--- src/rtl/rv4028_bus_pkg.sv ---
// Shared types and strobe encodings for the RV4028 external bus master.
// Two-bit strobes carry {second half-cycle, first half-cycle} for the DDR output cells.
package rv4028_bus_pkg;

   typedef enum logic [2:0] {
      S_IDLE,
      S_T1,
      S_T2,
      S_TW,
      S_DONE,
      S_HOLD
   } state_t;

   localparam logic [1:0] STB_OFF  = 2'b11;
   localparam logic [1:0] STB_LATE = 2'b01;
   localparam logic [1:0] STB_ON   = 2'b00;

endpackage

--- src/rtl/rv4028_bus_beat.sv ---
// T1/T2/TW beat sequencer: tracks the bus phase of the current beat and
// decides at which edge the beat ends (wait_n high and forced waits spent).
module rv4028_bus_beat
   import rv4028_bus_pkg::*;
#(
   parameter int MIN_WAIT = 0
) (
   input  logic clk,
   input  logic rst_n,
   input  logic i_start,
   input  logic i_wait_n,
   output logic o_end
);

   localparam logic [3:0] WAIT_LD = 4'(MIN_WAIT);

   state_t     r_phase;
   logic [3:0] r_wcnt;
   logic       w_end;

   // Forced waits run in parallel with wait_n, so they overlap rather than add
   assign w_end = ((r_phase == S_T2) || (r_phase == S_TW)) && i_wait_n && (r_wcnt == 4'd0);
   assign o_end = w_end;

   always_ff @(posedge clk or negedge rst_n) begin
      if (!rst_n) begin
         r_phase <= S_IDLE;
         r_wcnt  <= 4'd0;
      end else begin
         case (r_phase)
            S_T1: begin
               r_phase <= S_T2;
               r_wcnt  <= WAIT_LD;
            end
            S_T2, S_TW: begin
               if (w_end) begin
                  r_phase <= i_start ? S_T1 : S_IDLE;
               end else begin
                  r_phase <= S_TW;
                  if (r_wcnt != 4'd0) r_wcnt <= r_wcnt - 4'd1;
               end
            end
            default: begin
               if (i_start) r_phase <= S_T1;
            end
         endcase
      end
   end

endmodule

--- src/rtl/rv4028_bus_master.sv ---
// RV4028 external-bus master: splits one internal word transfer into BUS_W beats,
// skipping beats whose byte mask is empty, and releases the bus on busrq_n.
module rv4028_bus_master
   import rv4028_bus_pkg::*;
#(
   parameter int ADDR_W   = 32,
   parameter int BUS_W    = 16,
   parameter int XFER_W   = 32,
   parameter int MIN_WAIT = 0
) (
   input  logic                  clk,
   input  logic                  rst_n,
   input  logic                  req_valid,
   output logic                  req_ready,
   input  logic                  req_write,
   input  logic [ADDR_W-1:0]     req_addr,
   input  logic [XFER_W-1:0]     req_wdata,
   input  logic [XFER_W/8-1:0]   req_mask,
   output logic                  rsp_valid,
   output logic [XFER_W-1:0]     rsp_rdata,
   output logic [ADDR_W-1:0]     addr_out,
   output logic [BUS_W-1:0]      data_out,
   input  logic [BUS_W-1:0]      data_in,
   output logic                  data_oe,
   output logic                  rd_n,
   output logic [1:0]            wr_n,
   output logic [1:0]            mreq_n,
   output logic [BUS_W/8-1:0]    msk_n,
   output logic                  iorq_n,
   output logic                  lo_addr,
   input  logic                  wait_n,
   input  logic                  busrq_n,
   output logic                  busack_n
);

   localparam int BEATS   = XFER_W / BUS_W;
   localparam int LANES   = BUS_W / 8;
   localparam int XBYTES  = XFER_W / 8;
   localparam int IDX_W   = (BEATS > 1) ? $clog2(BEATS) : 1;
   localparam int ALIGN_W = $clog2(XBYTES);
   localparam logic [ADDR_W-1:0] ALIGN_MASK = ~((ADDR_W'(1) << ALIGN_W) - ADDR_W'(1));

   state_t              r_state;
   logic                r_live;
   logic                r_write;
   logic [ADDR_W-1:0]   r_base;
   logic [XFER_W-1:0]   r_wdata;
   logic [XBYTES-1:0]   r_mask;
   logic [IDX_W-1:0]    r_idx;
   logic                r_rsp_valid;
   logic [XFER_W-1:0]   r_rdata;
   logic [ADDR_W-1:0]   r_addr_out;
   logic [BUS_W-1:0]    r_data_out;
   logic                r_data_oe;
   logic                r_rd_n;
   logic [1:0]          r_wr_n;
   logic [1:0]          r_mreq_n;
   logic [LANES-1:0]    r_msk_n;
   logic                r_iorq_n;
   logic                r_busack_n;

   logic                w_accept;
   logic                w_end;
   logic                w_start;
   logic [IDX_W:0]      w_first;
   logic [IDX_W:0]      w_nxt;
   logic [IDX_W-1:0]    w_ld_idx;
   logic [ADDR_W-1:0]   w_ld_base;
   logic [ADDR_W-1:0]   w_ld_addr;
   logic [XBYTES-1:0]   w_ld_mask;
   logic [XFER_W-1:0]   w_ld_wdata;
   logic                w_ld_write;
   logic [LANES-1:0]    w_ld_lmask;
   logic [BUS_W-1:0]    w_ld_wlane;

   // Returns {found, index} of the lowest beat at or above 'from' with any active byte
   function automatic logic [IDX_W:0] find_beat(input logic [XBYTES-1:0] mask, input int from);
      logic [IDX_W:0] res;
      res = '0;
      for (int i = BEATS - 1; i >= 0; i--) begin
         if ((i >= from) && (|mask[i*LANES +: LANES])) res = {1'b1, IDX_W'(i)};
      end
      return res;
   endfunction

   function automatic logic [BUS_W-1:0] lane_bits(input logic [LANES-1:0] m_n);
      logic [BUS_W-1:0] b;
      for (int j = 0; j < LANES; j++) b[j*8 +: 8] = {8{~m_n[j]}};
      return b;
   endfunction

   // r_live keeps req_ready low while reset is held and on the first edge after it
   assign req_ready = (r_state == S_IDLE) && busrq_n && r_live;
   assign w_accept  = req_valid && req_ready;

   assign w_first = find_beat(req_mask, 0);
   assign w_nxt   = find_beat(r_mask, int'(r_idx) + 1);
   assign w_start = (w_accept && w_first[IDX_W]) || (w_end && w_nxt[IDX_W]);

   // Beat load source: the incoming request on accept, the latched request between beats
   assign w_ld_idx   = w_accept ? w_first[IDX_W-1:0] : w_nxt[IDX_W-1:0];
   assign w_ld_base  = w_accept ? (req_addr & ALIGN_MASK) : r_base;
   assign w_ld_mask  = w_accept ? req_mask : r_mask;
   assign w_ld_wdata = w_accept ? req_wdata : r_wdata;
   assign w_ld_write = w_accept ? req_write : r_write;
   assign w_ld_addr  = w_ld_base + ADDR_W'(int'(w_ld_idx) * LANES);
   assign w_ld_lmask = w_ld_mask[int'(w_ld_idx)*LANES +: LANES];
   assign w_ld_wlane = w_ld_wdata[int'(w_ld_idx)*BUS_W +: BUS_W];

   rv4028_bus_beat #(
      .MIN_WAIT (MIN_WAIT)
   ) u_beat (
      .clk      (clk),
      .rst_n    (rst_n),
      .i_start  (w_start),
      .i_wait_n (wait_n),
      .o_end    (w_end)
   );

   always_ff @(posedge clk or negedge rst_n) begin
      if (!rst_n) begin
         r_state     <= S_IDLE;
         r_live      <= 1'b0;
         r_write     <= 1'b0;
         r_base      <= '0;
         r_wdata     <= '0;
         r_mask      <= '0;
         r_idx       <= '0;
         r_rsp_valid <= 1'b0;
         r_rdata     <= '0;
         r_addr_out  <= '0;
         r_data_out  <= '0;
         r_data_oe   <= 1'b0;
         r_rd_n      <= 1'b1;
         r_wr_n      <= STB_OFF;
         r_mreq_n    <= STB_OFF;
         r_msk_n     <= '1;
         r_iorq_n    <= 1'b1;
         r_busack_n  <= 1'b1;
      end else begin
         r_live      <= 1'b1;
         r_rsp_valid <= 1'b0;
         case (r_state)
            S_IDLE: begin
               if (!busrq_n) begin
                  r_state    <= S_HOLD;
                  r_busack_n <= 1'b0;
               end else if (w_accept) begin
                  r_write <= req_write;
                  r_base  <= req_addr & ALIGN_MASK;
                  r_wdata <= req_wdata;
                  r_mask  <= req_mask;
                  r_rdata <= '0;
                  r_idx   <= w_ld_idx;
                  if (w_first[IDX_W]) begin
                     r_state <= S_T1;
                  end else begin
                     r_state     <= S_DONE;
                     r_rsp_valid <= 1'b1;
                  end
               end
            end
            S_T1: begin
               r_state  <= S_T2;
               r_mreq_n <= STB_ON;
               if (r_write) r_wr_n <= STB_ON;
            end
            S_T2, S_TW: begin
               if (w_end) begin
                  if (!r_write) r_rdata[int'(r_idx)*BUS_W +: BUS_W] <= data_in & lane_bits(r_msk_n);
                  if (w_nxt[IDX_W]) begin
                     r_state <= S_T1;
                     r_idx   <= w_ld_idx;
                  end else begin
                     r_state     <= S_DONE;
                     r_rsp_valid <= 1'b1;
                     r_rd_n      <= 1'b1;
                     r_wr_n      <= STB_OFF;
                     r_mreq_n    <= STB_OFF;
                     r_msk_n     <= '1;
                     r_iorq_n    <= 1'b1;
                     r_data_oe   <= 1'b0;
                  end
               end else begin
                  r_state <= S_TW;
               end
            end
            S_DONE: begin
               r_state <= S_IDLE;
            end
            S_HOLD: begin
               if (busrq_n) begin
                  r_state    <= S_IDLE;
                  r_busack_n <= 1'b1;
               end
            end
            default: begin
               r_state <= S_IDLE;
            end
         endcase
         // T1 of a new beat: mreq_n asserts mid-cycle, leaving a half-cycle gap between beats
         if (w_start) begin
            r_addr_out <= w_ld_addr;
            r_msk_n    <= ~w_ld_lmask;
            r_iorq_n   <= ~w_ld_addr[ADDR_W-1];
            r_mreq_n   <= STB_LATE;
            r_wr_n     <= STB_OFF;
            r_rd_n     <= w_ld_write;
            r_data_oe  <= w_ld_write;
            if (w_ld_write) r_data_out <= w_ld_wlane;
         end
      end
   end

   assign rsp_valid = r_rsp_valid;
   assign rsp_rdata = r_rdata;
   assign addr_out  = r_addr_out;
   assign data_out  = r_data_out;
   assign data_oe   = r_data_oe;
   assign rd_n      = r_rd_n;
   assign wr_n      = r_wr_n;
   assign mreq_n    = r_mreq_n;
   assign msk_n     = r_msk_n;
   assign iorq_n    = r_iorq_n;
   assign lo_addr   = ~|r_addr_out[ADDR_W-1:ADDR_W-8];
   assign busack_n  = r_busack_n;

endmodule

--- config.mk ---
export PLATFORM = sky130hd
export DESIGN_NAME = rv4028_bus_master
export DESIGN_NICKNAME = d
export VERILOG_FILES = /design/src/rtl/rv4028_bus_pkg.sv /design/src/rtl/rv4028_bus_beat.sv /design/src/rtl/rv4028_bus_master.sv
export SDC_FILE = /design/constraint.sdc
export NUM_CORES = 1
export LEC_CHECK = 0
export ABC_AREA = 1
export BUFFER_PORTS_ARGS = -buffer_cell sky130_fd_sc_hd__clkbuf_2
export CORE_MARGIN = 4
export CORE_UTILIZATION = 59
export DETAILED_ROUTE_END_ITERATION = 10
export HOLD_SLACK_MARGIN = 0.15
export PLACE_DENSITY = 0.92
export SYNTH_ARGS = -nofsm -noshare
export SYNTH_HDL_FRONTEND = slang
export SYNTH_SLANG_ARGS = --single-unit
--- constraint.sdc ---
create_clock -name clk -period 5.27 [get_ports clk]
set_input_delay 0.7905 -clock clk [delete_from_list [all_inputs] [get_ports clk]]
set_output_delay 0.7905 -clock clk [all_outputs]
set_load 0.01 [all_outputs]
==> out/qor.txt <==
Core area: 0.01383 mm²
Final ANT Viol Nets: 0
Top Ports: 183
Die ar.: 0.01600 mm²
Top_reg_cell synth: dfrtp_1
Max Buffers Root-to-Sink: 2
Clk sinks: 170
Lkg Pwr: 5.362 nW
Largest net degree at the start of global routing: 82
CTS tree: built
Achievable clock frequency: 0.2878 GHz
Routed length on met3: 1384 µm
Hold Path Class: primary input to asynchronous set/reset pin
Total grt overflow: 0
Yosys cell types: 38
Drt total wl: 20880 µm
DR vias: 7458
Hold Vio Cnt, Final: 0
FP Rows: 43
Wire per inst: 14.92 µm
Total setup buffers inserted after CTS: 0
CP Max Fanout: 67
CP Launch Type: register
RSZ-0062 raised after global routing: no
PwrDens: 511.2 mW/mm²
Most frequent cells in the layout: nand2_1 (374), clkbuf_2 (179), dfrtp_1 (162), inv_1 (89), nor2_1 (86)
Final Cycle Share: 0.6593
Vias in the first global route: 7281
Min Tclk post-route: 3.474 ns
DRT iter0 DRCs: 557
Clock transition at path regs: 0.06 ns
Post-synthesis sequential area ratio: 0.5148
H-tree Lvls: 4
Number of synthesized flops with an enable pin: 0
Antenna violations before repair: 0
Hpwl dp: 14030 µm
Commonest non-fill, non-tap cell in the layout: nand2_1
Slew headroom: 0.1750
Mapped Area: 0.008283 mm²
CP Launch Point: r_state[2]
Async set-or-reset flop fraction in the synthesized netlist: 1.000
Outcome: complete, no violations
YS warnings: 0
Syn nets: 1136
Max_cap viols: 0
Mapped Avg Cell Area: 7.949 µm²
Highest Signal Layer: met4
# diodes: 0
R2R cell count: 16
P&R area growth vs syn: 18.67%
First-pass GRT wire length: 34200 µm
Fin nets: 1300
Pins Over Slew Limit: 0
TritonRoute pass-1 iters: 6
Die W: 126.5 µm
Mapped Cells: 1042
Die outline height: 126.5 µm
Hold buffer count at cts: 0
Initial core utilization: 0.5990
CP endpoint kind: register
Clock root buffer: clkbuf_16
Layout cell share with drive strength beyond 1: 0.2436
Post-synthesis register bit count: 170
Setup TNS Final: 0 ns
Worst VDD drop: 0.2255 mV
Worst-margin pin slew: 1.236 ns
Final Wtd Congestion: 0.9056
Layout fillers: 1071
Routed wl met2: 10330 µm
Worst hold slack: 0.3945 ns
Critical path class: register to register
Later-pin clock latency in the skew report: 0.43 ns
I/O Buffers: 180
Total CTS buffers: 17
M1 wire length: 8642 µm
Arr. time, crit path: 3.84 ns
Critical path required time: 5.63 ns
DR DRC count: 0
GRT Total Usage: 0.2641
Reg2reg start: r_state[2]
Final setup violation count: 0
Vias per cell: 5.331
Skew final: 0.009142 ns
Post-CTS sizing: 0
area by class of cell:
class                   instances  area, µm²  area share
multi-input cells             738       3452      0.3512
inverters                      93      349.1     0.03551
repair buffers                186      952.2     0.09687
clock buffers                  19      442.9     0.04506
clock inverters                13      143.9     0.01464
flip-flops and latches        170       4264      0.4338
well taps                     180      225.2     0.02291
flip-flops by register name (all words and copies together), names as in the netlist:
| name | flops |
|---|---|
| addr_out | 32 |
| r_base | 32 |
| r_wdata | 32 |
| rsp_rdata | 32 |
| data_out | 16 |
| r_mask | 4 |
| u_beat.r_wcnt | 4 |
| r_state | 3 |
| mreq_n | 2 |
| msk_n | 2 |
| u_beat.r_phase | 2 |
| busack_n | 1 |
| data_oe | 1 |
| iorq_n | 1 |
| r_idx | 1 |
| r_live | 1 |
| r_write | 1 |
| rd_n | 1 |
| rsp_valid | 1 |
| wr_n | 1 |
kinds of logic (layout without fill, tap and decap cells):
logic type,count (synthesis),count (layout),share of synthesized area
XOR/XNOR,8,8,0.008460
AO/OA/AOI/OAI,128,128,0.08338
other,1,1,0.0004527
adder cells (fa/ha/maj),4,4,0.006043
multiplexers,4,4,0.004834
flip-flops,170,170,0.5148
AND/OR/NAND/NOR,593,593,0.3130
buffers and inverters,134,311,0.06903
final timing paths:
check | endpoint | slack (ns)
max reg2reg | iorq_n | 1.80
min reg2reg | mreq_n[1] | 0.47
max in group asynchronous | addr_out[10] | 3.75
max | iorq_n | 1.80
min | u_beat.r_wcnt[1] | 0.39
min in group clk | mreq_n[1] | 0.47
cells in the mapped netlist, types with 11 or more instances:
cell type	n	area, µm²
o21ai_0	61	305.3
nor2_4	11	123.9
nor2_1	88	330.3
a21oi_1	43	215.2
nor2_2	12	75.07
clkbuf_1	19	71.32
nand2_2	29	181.4
dfrtp_1	162	4054
nand2_1	374	1404
nand3_1	53	265.3
inv_1	89	334.1
buf_2	13	65.06
per-layer routing:
| layer | global-route usage | vias up |
|---|---|---|
| met5 | 0 | - |
| met4 | 0.1079 | 0 |
| met1 | 0.3416 | 3516 |
| met3 | 0.05263 | 48 |
| li1 | - | 3598 |
| met2 | 0.4384 | 296 |
worst max-delay path, stage by stage, from the launching register on:
cell and delay [ns]:
dfrtp_1 0.43, nor2_4 0.18, nand3_2 0.12, nor2_4 0.17
nand2_4 0.44, a21oi_2 0.27, buf_4 0.31, ha_1 0.27
ha_1 0.23, nand2_2 0.08, nor2_4 0.14, nand2_2 0.11
nor2_2 0.25, nand3_1 0.13, nand2_1 0.11, nor2_1 0.05
nor2_1 0.08
through the flow:
step / util / setup slack (ns) / area [µm²] / instances / power (W)
after floorplan: - / 2.325 / 8283 / 1042 / 0.003201
after global placement: 0.6684 / 1.543 / 9243 / 1367 / 0.003698
after detailed placement: 0.6684 / 1.445 / 9243 / 1367 / 0.003779
after CTS: 0.7109 / 1.805 / 9829 / 1399 / 0.005037
after global routing: 0.7109 / 1.551 / 9829 / 1399 / 0.005355
final: 0.7109 / 1.796 / 9829 / 1399 / 0.005025
where the power goes:
group | switching [W] | leakage, nW | internal, W
sequential | 0.000251 | 2.20 | 0.00178
combinational | 0.00118 | 2.88 | 0.000571
clock | 0.000527 | 0.282 | 0.000715
Power figures use the tool's default switching activity.
